<file path="src/rtl/skid_reg_pkg.sv">
// Shared types and constants for the skid_reg two-entry pipeline stage.
package skid_reg_pkg;

   typedef enum logic [1:0] {
      EMPTY = 2'd0,
      BUSY  = 2'd1,
      FULL  = 2'd2
   } state_e;

   localparam int STALL_CNT_W = 16;

   function automatic logic [1:0] state_occ(input state_e s);
      logic [1:0] occ;
      case (s)
         EMPTY:   occ = 2'd0;
         BUSY:    occ = 2'd1;
         FULL:    occ = 2'd2;
         default: occ = 2'd0;
      endcase
      return occ;
   endfunction

endpackage

</file>
<file path="src/rtl/skid_stall_cnt.sv">
// Saturating event counter used to count upstream stall cycles.
module skid_stall_cnt
   import skid_reg_pkg::*;
#(
   parameter int W = STALL_CNT_W
) (
   input  logic         clk,
   input  logic         rst_n,
   input  logic         en,
   output logic [W-1:0] cnt
);

   localparam logic [W-1:0] CNT_MAX = {W{1'b1}};
   localparam logic [W-1:0] CNT_ONE = {{(W-1){1'b0}}, 1'b1};

   logic [W-1:0] cnt_q;
   logic [W-1:0] cnt_d;

   // next count: increment on enable, hold once saturated
   always_comb begin
      cnt_d = cnt_q;
      if (en && (cnt_q != CNT_MAX)) begin
         cnt_d = cnt_q + CNT_ONE;
      end else begin
         cnt_d = cnt_q;
      end
   end

   // count register
   always_ff @(posedge clk or negedge rst_n) begin
      if (!rst_n) begin
         cnt_q <= {W{1'b0}};
      end else begin
         cnt_q <= cnt_d;
      end
   end

   assign cnt = cnt_q;

endmodule

</file>
<file path="src/rtl/skid_reg.sv">
// Two-entry skid-buffer pipeline stage (main + skid register) with valid/ready handshake.
// Optional upstream stall counter port enabled by macro SKID_REG_STALL_CNT_EN.
module skid_reg
   import skid_reg_pkg::*;
#(
   parameter int WIDTH      = 18,
   parameter int SEL_EN_REG = 1
) (
   input  logic                   clk,
   input  logic                   rst_n,
   input  logic                   in_valid,
   input  logic [WIDTH-1:0]       in_data,
   output logic                   in_ready,
   output logic                   out_valid,
   output logic [WIDTH-1:0]       out_data,
   input  logic                   out_ready,
   output logic [1:0]             occupancy
`ifdef SKID_REG_STALL_CNT_EN
   ,
   output logic [STALL_CNT_W-1:0] stall_cnt
`endif
);

   generate
      if (SEL_EN_REG != 0) begin : g_reg
         state_e           state_q;
         state_e           state_d;
         logic [WIDTH-1:0] main_q;
         logic [WIDTH-1:0] main_d;
         logic [WIDTH-1:0] skid_q;
         logic [WIDTH-1:0] skid_d;
         logic             in_ready_q;
         logic             in_ready_d;
         logic             out_valid_q;
         logic             out_valid_d;
         logic [1:0]       occ_q;
         logic [1:0]       occ_d;
         logic             accept_s;
         logic             fire_s;

         // next-state and datapath; handshake flags are derived from the next state
         // so in_ready/out_valid/occupancy come straight from flops
         always_comb begin
            accept_s = in_valid && in_ready_q;
            fire_s   = out_valid_q && out_ready;
            state_d  = state_q;
            main_d   = main_q;
            skid_d   = skid_q;
            case (state_q)
               EMPTY: begin
                  if (accept_s) begin
                     main_d  = in_data;
                     state_d = BUSY;
                  end else begin
                     state_d = EMPTY;
                  end
               end
               BUSY: begin
                  if (accept_s && fire_s) begin
                     main_d  = in_data;
                     state_d = BUSY;
                  end else if (accept_s) begin
                     skid_d  = in_data;
                     state_d = FULL;
                  end else if (fire_s) begin
                     state_d = EMPTY;
                  end else begin
                     state_d = BUSY;
                  end
               end
               FULL: begin
                  if (fire_s) begin
                     main_d  = skid_q;
                     state_d = BUSY;
                  end else begin
                     state_d = FULL;
                  end
               end
               default: begin
                  state_d = EMPTY;
               end
            endcase
            in_ready_d  = (state_d != FULL);
            out_valid_d = (state_d != EMPTY);
            occ_d       = state_occ(state_d);
         end

         // in_ready resets low and rises on the first clock after release
         always_ff @(posedge clk or negedge rst_n) begin
            if (!rst_n) begin
               state_q     <= EMPTY;
               main_q      <= {WIDTH{1'b0}};
               skid_q      <= {WIDTH{1'b0}};
               in_ready_q  <= 1'b0;
               out_valid_q <= 1'b0;
               occ_q       <= 2'd0;
            end else begin
               state_q     <= state_d;
               main_q      <= main_d;
               skid_q      <= skid_d;
               in_ready_q  <= in_ready_d;
               out_valid_q <= out_valid_d;
               occ_q       <= occ_d;
            end
         end

         assign in_ready  = in_ready_q;
         assign out_valid = out_valid_q;
         assign out_data  = main_q;
         assign occupancy = occ_q;
      end else begin : g_bypass
         assign in_ready  = out_ready;
         assign out_valid = in_valid;
         assign out_data  = in_data;
         assign occupancy = 2'd0;
      end
   endgenerate

`ifdef SKID_REG_STALL_CNT_EN
   logic stall_en_s;

   assign stall_en_s = in_valid && !in_ready;

   skid_stall_cnt #(
      .W (STALL_CNT_W)
   ) u_stall_cnt (
      .clk   (clk),
      .rst_n (rst_n),
      .en    (stall_en_s),
      .cnt   (stall_cnt)
   );
`endif

endmodule

</file>
<file path="config.mk">
export PLATFORM = sky130hd
export DESIGN_NAME = skid_reg
export DESIGN_NICKNAME = d
export VERILOG_FILES = /design/src/rtl/skid_reg_pkg.sv /design/src/rtl/skid_stall_cnt.sv /design/src/rtl/skid_reg.sv
export SDC_FILE = /design/constraint.sdc
export NUM_CORES = 1
export LEC_CHECK = 0
export ABC_CLOCK_PERIOD_IN_PS = 4900
export BUFFER_PORTS_ARGS = -buffer_cell sky130_fd_sc_hd__buf_2
export CORE_ASPECT_RATIO = 0.7
export CORE_MARGIN = 5
export CORE_UTILIZATION = 38
export CTS_CLUSTER_SIZE = 25
export DETAILED_ROUTE_END_ITERATION = 10
export SLEW_MARGIN = 20
export SYNTH_ARGS = -nofsm -noshare
export SYNTH_HDL_FRONTEND = slang
export SYNTH_SLANG_ARGS = --single-unit
</file>
<file path="constraint.sdc">
create_clock -name clk -period 4.9 [get_ports clk]
set_clock_uncertainty 0.1 [all_clocks]
set_input_delay 0.735 -clock clk [delete_from_list [all_inputs] [get_ports clk]]
set_output_delay 0.735 -clock clk [all_outputs]
set_load 0.02 [all_outputs]
</file>
==> impl_metrics.toml, run 1 <==
[sta]
final.setup.worst_slack_ns = 2.66
period_share_pct = 45.7
max_freq_ghz = 0.447
period_minus_slack_ns = 2.24
hold_viol_final = 0
setup_viol = 0
slew_viol_final = 0
rsz0062_at_grt = "false"
fin_setup_tns_ns = 0
slew_headroom_pct = 29.2
worst_slew_pin_slew_ns = 1.06

[routing]
top_layer = "met4"
drt-total-wl_um = 3430
num_vias = 1101
routed-wl-met2_um = 1660
drtIter0Drc = 32
firstDrtPassIters = 4
routed-wl-met3_um = 197
antenna_left = 0
drc_errors = 0
post_drt_wl_per_cell_um = 14.6
viasPerCell = 4.69
met1_length_um = 1560

[final_layout]
fin_util_pct = 46.9
fillCellCount = 458
final_nets = 187
layout-drive-gt1-share_pct = 65.1
regArea_um2 = 1050
area_growth_pct = 18.3
multiInputGateArea_um2 = 826
antenna-diode-count = 0
final_area_um2 = 2270

[setup_path]
crit_arrival_ns = 2.31
start_kind = "primary input"
crit_required_ns = 4.97
crit_buf_inv = 1
crit_chain = "buf_2 > a21boi_2 > o32ai_4 > mux2_2"
critPathMaxStageDelay_ns = 0.87
critPathTopFamily = "compound AO/OA/AOI/OAI gates"
cp_slowest_cell = "o32ai_4"
path_depth = 4
r2r_setup_slack_ns = 2.70
worstSetupPathType = "in2reg"
r2r_cells = 3
cp-end-kind = "flip-flop"
critical_path.max_fanout = 18

[logic_synthesis]
synth_seq_area_share_pct = 54.8
synth_enable_flop_cells = 0
syn_inst = 120
synth_area_leaders = "dfrtp_1 55%, mux2_2 21%, mux2_4 15%, o32ai_4 1.4%, a21oi_1 1.3%"
yosysTopAreaCellShare_pct = 54.8
synth_area_um2 = 1920
ys.flop_type = "dfrtp_1"
yosysWarnings = 0
syn_area_per_cell_um2 = 16.0
syn_nets = 142
synth.most_common_cell = "dfrtp_1"
synth-seq-cells = 42
yosysTopAreaCell = "dfrtp_1"
async_flop_share_pct = 100
synth_commonest_cells = "42 x dfrtp_1, 35 x mux2_2, 19 x mux2_4, 5 x a21oi_1"
synthDistinctLibCells = 20

[power]
clkPwrFrac_pct = 15.2
irDropWorstVdd_v = 0.000232
netSwitchingFraction_pct = 34.5
combinationalPowerShare_pct = 42.7
power.switching_uw = 510
p_leak_uw = 0.00104
powerDensity_nw_per_um2 = 652
internal_power_uw = 969
sequentialPowerShare_pct = 42.1

[clock_network]
clock_sinks = 42
insertion_delay_ns = 0.28
cts_root_buf = "clkbuf_8"
cts_setup_buffers = 0
path_clk_slew_ns = 0.08
hold_buffers = 0
cts_made_buffers = 5
cts_tree = "yes"
ctsResizeCount = 0
htree_levels = 2
clk_path_buf_depth = 2

[die]
coreArea_um2 = 4830
start_util_pct = 39.7
pin_count = 44
fp.dieArea_um2 = 6590
die_y_um = 69.5
die_w_um = 94.9
row_count = 21

[global_routing]
grt_max_degree = 43
overflow = 0
antenna_found_initial = 0
track_usage_pct = 11.3
grt_pass1_wl_um = 5770
grt_pass1_vias = 1234

[run]
cap_violations = 0

[outcome]
status = "completed"

[placed_design]
place_area_um2 = 2180
place_hpwl_um = 2420
dp_slack_ns = 2.32
io_buffers = 43
routabilityCongestion = 0.678

[worst_hold_path]
min_path_cells = 1
hold_path.class = "reg2reg"
final cells by class:
type,count,area share [%]
clock buffer,7,3.80
clock inverter,1,0.221
tap,69,3.80
multi-input combinational,73,36.4
sequential,42,46.3
timing repair buffer,43,9.48
path summary, 6_finish.rpt:
| check | startpoint | end |
|---|---|---|
| min in group asynchronous | rst_n | occupancy[1] |
| max | out_ready | out_data[15] |
| min | g_reg.skid_q[10] | g_reg.skid_q[10] |
| min reg2reg | g_reg.skid_q[10] | g_reg.skid_q[10] |
| max reg2reg | g_reg.state_q[0] | out_data[15] |
| max in group asynchronous | rst_n | g_reg.skid_q[5] |
stage by stage:
stage / hold WS [ns] / instances / total power, µW
floorplan: 0.339 / 120 / 1110
global placement: 0.382 / 227 / 1250
detailed placement: 0.387 / 227 / 1270
CTS: 0.406 / 235 / 1500
global route: 0.421 / 235 / 1580
finish: 0.404 / 235 / 1480
layout by cell type, fill, tap and decap left out:
| cell type | netlist | layout |
|---|---|---|
| and3b_1 | 1 | 1 |
| mux2_4 | 19 | 19 |
| nor2b_4 | 0 | 1 |
| nand2b_1 | 1 | 1 |
| o21ai_0 | 1 | 1 |
| o22ai_1 | 2 | 2 |
| dfrtp_1 | 42 | 42 |
| nand2_1 | 2 | 2 |
| clkinv_2 | 0 | 1 |
| buf_2 | 1 | 43 |
| clkbuf_1 | 0 | 1 |
| a21boi_2 | 1 | 1 |
| mux2_2 | 35 | 35 |
| a21oi_1 | 5 | 5 |
| nand2_2 | 1 | 1 |
| a21o_1 | 1 | 1 |
| o32ai_4 | 1 | 1 |
| clkbuf_8 | 0 | 6 |
| and4_1 | 1 | 1 |
| a31oi_1 | 1 | 1 |
registers in the layout (all words and copies together), names as in the netlist:
name and count:
g_reg.state_q 2, occupancy 2, g_reg.skid_q 18, in_ready 1
out_data 18, out_valid 1
worst register-to-register path, cell delays in order, from the launching register on:
cell and delay, ns:
dfrtp_1 0.45, a21boi_2 0.23, o32ai_4 0.87, mux2_2 0.44
kinds of logic after synthesis:
| logic type | Yosys count | share of synthesized area (%) |
|---|---|---|
| simple gates | 7 | 2.28 |
| compound gates | 12 | 4.95 |
| mux | 54 | 35.4 |
| flops | 42 | 54.8 |
| buf+inv | 5 | 2.61 |
power groups by stage:
stage	clock (µW)	combinational (µW)	sequential [µW]
2_1_floorplan	0	392	715
3_3_place_gp	0	633	616
3_5_place_dp	0	644	630
4_1_cts	235	645	625
5_1_grt	254	681	646
6_report	225	632	623
metal layers:
layer,up-vias,GRT usage (%)
li1,522,-
met1,550,14.1
met2,27,17.7
met3,2,5.31
met4,0,2.72
met5,-,0
Power figures use the tool's default switching activity.
==> run 2, diff against run 1 <==
--- a/config.mk
+++ b/config.mk
@@ -5,7 +5,7 @@
 export SDC_FILE = /design/constraint.sdc
 export NUM_CORES = 1
 export LEC_CHECK = 0
-export ABC_CLOCK_PERIOD_IN_PS = 4900
+export ABC_CLOCK_PERIOD_IN_PS = 1920
 export BUFFER_PORTS_ARGS = -buffer_cell sky130_fd_sc_hd__buf_2
 export CORE_ASPECT_RATIO = 0.7
 export CORE_MARGIN = 5
==> constraint.sdc (replaced) <==
create_clock -name clk -period 1.92 [get_ports clk]
set_clock_uncertainty 0.1 [all_clocks]
set_input_delay 0.288 -clock clk [delete_from_list [all_inputs] [get_ports clk]]
set_output_delay 0.288 -clock clk [all_outputs]
set_load 0.02 [all_outputs]
==> run 2 against run 1 <==
Effect of this change:
- critical path depth decreased by 1
- hold slack got worse by 0.27 ns
- via count rose by 4.3%
- first-iteration DRC count increased by 53%
- non-clock buffer count up 6
- core utilization grew 1.9 points
- largest power group unchanged
- sequential share of layout area down 1.8 points
- combinational power rose to 2.6 times the previous value
==> impl_metrics.toml, run 2 (same netlist as run 1, synthesis figures left out) <==
[setup_path]
r2r_cells = 3
reg2reg_from = "out_valid"
r2r-end = "g_reg.skid_q[10]"
crit_required_ns = 2.00
worstSetupPathType = "reg2reg"
start_kind = "flip-flop"
cp-end-kind = "flip-flop"
r2r_setup_slack_ns = 0.18
crit_arrival_ns = 1.81
critical_path.max_fanout = 18

[die]
start_util_pct = 39.7
fp.dieArea_um2 = 6590
coreArea_um2 = 4830
pin_count = 44
die_y_um = 69.5
die_w_um = 94.9
row_count = 21

[clock_network]
cts_made_buffers = 5
insertion_delay_ns = 0.29
clock_sinks = 42
cts_root_buf = "clkbuf_8"
htree_levels = 2
cts_tree = "yes"
ctsResizeCount = 0
path_clk_slew_ns = 0.09
clk_path_buf_depth = 2
cts_setup_buffers = 0
hold_buffers = 1

[final_layout]
layout-drive-gt1-share_pct = 66.3
area_growth_pct = 23.1
final_common_cell = "buf_2"
antenna-diode-count = 0
final_nets = 193
fin_util_pct = 48.9
layout_common_cells = "43 x buf_2, 42 x dfrtp_1, 35 x mux2_2"

[outcome]
status = "completed"

[sta]
slew_headroom_pct = 64.7
period_minus_slack_ns = 1.74
hold_viol_final = 0
setup_viol = 0
max_freq_ghz = 0.575
rsz0062_at_grt = "false"
final.setup.worst_slack_ns = 0.182
period_share_pct = 90.5
worst_slew_pin_slew_ns = 0.530
slew_viol_final = 0
fin_setup_tns_ns = 0

[placed_design]
place_hpwl_um = 2540
routabilityCongestion = 0.654
io_buffers = 43
dp_slack_ns = 0.201

[global_routing]
antenna_found_initial = 0
grt_max_degree = 43
overflow = 0
track_usage_pct = 11.6
grt_pass1_wl_um = 5910
grt_pass1_vias = 1228

[routing]
num_vias = 1148
post_drt_wl_per_cell_um = 15.0
drtIter0Drc = 49
drt-total-wl_um = 3610
viasPerCell = 4.76
firstDrtPassIters = 4
drc_errors = 0
antenna_left = 0

[worst_hold_path]
min_path_cells = 2
min_to = "g_reg.skid_q[4]"
hp-start = "in_data[4]"
hold_path.class = "in2reg"

[power]
irDropWorstVdd_v = 0.000663
total_power_uw = 4100
p_leak_uw = 0.00110
powerDensity_nw_per_um2 = 1730

[run]
cap_violations = 0
==> run 2: cell types whose count changed in the layout (fill, tap and decap cells not counted) <==
cell / change
buf_4: +5
bufinv_16: +2
clkbuf_1: -1
clkinv_2: -1
dlygate4sd3_1: +1
nor2b_2: +1
nor2b_4: -1
==> run 2: power by group <==
part | switching, µW | internal (µW)
Combinational | 775 | 883
Sequential | 249 | 1330
Clock | 310 | 555
==> run 2: area by class of cell <==
| type | count | area (µm²) |
|---|---|---|
| Fill cell | 449 | 2470 |
| Sequential cell | 42 | 1050 |
| Multi-Input combinational cell | 73 | 821 |
| Clock inverter | 2 | 60.1 |
| Timing Repair Buffer | 49 | 263 |
| Tap cell | 69 | 86.3 |
| Clock buffer | 6 | 82.6 |
==> run 2: layer usage <==
| layer | part of all wire, % | vias to the layer above | wire (µm) | track usage [%] |
|---|---|---|---|---|
| met5 | 0 | - | 0 | 0 |
| met4 | 0.86 | 0 | 31 | 4.00 |
| met3 | 6.4 | 4 | 229 | 4.66 |
| met2 | 50 | 30 | 1790 | 18.8 |
| met1 | 43 | 574 | 1550 | 13.9 |
| li1 | - | 540 | - | - |
==> run 2: worst max path at each step <==
stage,start,to,slack (ns),depth (start not counted)
CTS,out_valid,g_reg.skid_q[10],0.18,3
finish,out_valid,g_reg.skid_q[10],0.18,3
floorplan,out_valid,out_data[17],0.10,4
global placement,g_reg.state_q[0],out_data[7],0.25,4
detailed placement,g_reg.state_q[1],out_data[16],0.20,4
global route,out_valid,g_reg.skid_q[10],0.1,3
==> run 2: through the flow <==
stage / instances / hold WS (ns) / instance area (µm²)
detailed placement: 232 / 0.295 / 2210
CTS: 241 / 0.124 / 2360
global route: 241 / 0.129 / 2360
finish: 241 / 0.133 / 2360
global placement: 232 / 0.284 / 2210
floorplan: 120 / -0.108 / 1920
==> run 2: critical path, cell delays in order, from the launching register on <==
cell	delay, ns
dfrtp_1	0.47
a21boi_2	0.32
nand2_2	0.34
mux2_2	0.38
==> run 3, diff against run 2 <==
--- a/config.mk
+++ b/config.mk
@@ -12,7 +12,7 @@
 export CORE_UTILIZATION = 38
 export CTS_CLUSTER_SIZE = 25
 export DETAILED_ROUTE_END_ITERATION = 10
-export SLEW_MARGIN = 20
+export MAX_ROUTING_LAYER = met4
 export SYNTH_ARGS = -nofsm -noshare
 export SYNTH_HDL_FRONTEND = slang
 export SYNTH_SLANG_ARGS = --single-unit
==> run 3 against run 2 <==
Effect of this change:
- critical path depth did not move
- sequential power about the same
- largest power group unchanged
- final area unchanged
- sequential share of layout area unchanged
==> impl_metrics.toml, run 3 (same netlist as run 1, synthesis figures left out) <==
[placed_design]
place_area_um2 = 2210
dpl.cell_count = 232
routabilityCongestion = 0.660
place_hpwl_um = 2540
io_buffers = 43

[sta]
period_minus_slack_ns = 1.74
period_share_pct = 90.4
slew_viol_final = 0
worst_slew_pin_slew_ns = 0.529
hold_viol_final = 0
fin_setup_tns_ns = 0
slew_headroom_pct = 64.7
rsz0062_at_grt = "false"
max_freq_ghz = 0.576
setup_viol = 0

[setup_path]
cp-end-kind = "flip-flop"
crit_buf_inv = 0
worstSetupPathType = "reg2reg"
cp_slowest_cell = "dfrtp_1"
critPathTopFamily = "flip-flops"
critical_path.max_fanout = 18
crit_chain = "a21boi_2 > nand2_2 > mux2_2"
start_kind = "flip-flop"
crit_required_ns = 2.00
critPathMaxStageDelay_ns = 0.48
crit_arrival_ns = 1.82

[routing]
drc_errors = 0
firstDrtPassIters = 4
num_vias = 1158
post_drt_wl_per_cell_um = 15.1
drtIter0Drc = 53
viasPerCell = 4.80
drt-total-wl_um = 3630
antenna_left = 0

[global_routing]
antenna_found_initial = 0
overflow = 0
grt_pass1_vias = 1234
grt_pass1_wl_um = 5910
grt_max_degree = 43
track_usage_pct = 11.9

[power]
combinationalPowerShare_pct = 40.4
p_leak_uw = 0.00110
sequentialPowerShare_pct = 38.4
internal_power_uw = 2770
netSwitchingFraction_pct = 32.6
power.switching_uw = 1340
irDropWorstVdd_v = 0.000663
clkPwrFrac_pct = 21.1
powerDensity_nw_per_um2 = 1740

[clock_network]
clock_sinks = 42
path_clk_slew_ns = 0.09
htree_levels = 2
cts_root_buf = "clkbuf_8"
insertion_delay_ns = 0.29
cts_setup_buffers = 0
cts_tree = "yes"
clk_path_buf_depth = 2
cts_made_buffers = 5

[final_layout]
antenna-diode-count = 0
fin_util_pct = 48.9
final_area_um2 = 2360
final_common_cell = "buf_2"
finalNonFillerCells = 241
area_growth_pct = 23.1
final_nets = 193
layout-drive-gt1-share_pct = 66.3
layout_common_cells = "43 x buf_2, 42 x dfrtp_1, 35 x mux2_2"

[die]
die_y_um = 69.5
pin_count = 44
fp.dieArea_um2 = 6590
coreArea_um2 = 4830
die_w_um = 94.9
start_util_pct = 39.7
row_count = 21

[worst_hold_path]
hold_path.class = "in2reg"

[run]
cap_violations = 0

[outcome]
status = "completed"
run 3: final timing paths:
path / startpoint / end / slack, ns / cells after the start
hold reg to reg: g_reg.skid_q[15] / g_reg.skid_q[15] / 0.41 / 1
setup / recovery: out_valid / g_reg.skid_q[10] / 0.18 / 3
hold / removal: in_data[4] / g_reg.skid_q[4] / 0.13 / 2
max in group asynchronous: rst_n / out_data[13] / 0.86 / 3
setup reg to reg: out_valid / g_reg.skid_q[10] / 0.18 / 3
min in group asynchronous: rst_n / out_data[2] / 0.48 / 3
run 3: what timing repair did:
action,CTS,global route
resized for setup,0,0
endpoints found under the hold margin,42,0
hold buffers,1,0
endpoints found under the setup margin,0,0
run 3: final cells by class:
| type | instances | area, µm² |
|---|---|---|
| sequential | 42 | 1050 |
| multi-input combinational | 73 | 821 |
| fill | 449 | 2470 |
| timing repair buffer | 49 | 263 |
| clock buffer | 6 | 82.6 |
| tap | 69 | 86.3 |
| clock inverter | 2 | 60.1 |
run 3: power groups by stage:
stage / combinational (µW) / clock (µW) / sequential, µW
6_report: 1660 / 868 / 1580
5_1_grt: 1790 / 920 / 1630
3_5_place_dp: 1680 / 0 / 1590
4_1_cts: 1690 / 890 / 1580
3_3_place_gp: 1650 / 0 / 1570
2_1_floorplan: 1000 / 0 / 1820
run 3: per-stage QoR:
step	setup WS, ns	total power (µW)	hold WS, ns
floorplan	0.104	2830	-0.108
global placement	0.245	3210	0.284
detailed placement	0.201	3270	0.295
CTS	0.181	4160	0.124
global route	0.0984	4340	0.131
finish	0.183	4110	0.130
run 3: per-layer routing:
metal  share of wire [%]  track usage, %  wire length [µm]  vias up
li1                    -               -                 -      540
met1                  44            14.0              1590      576
met2                  50            18.9              1820       36
met3                 5.1            3.58               187        6
met4                 1.0            4.96                38        0
met5                   0               -                 0        -
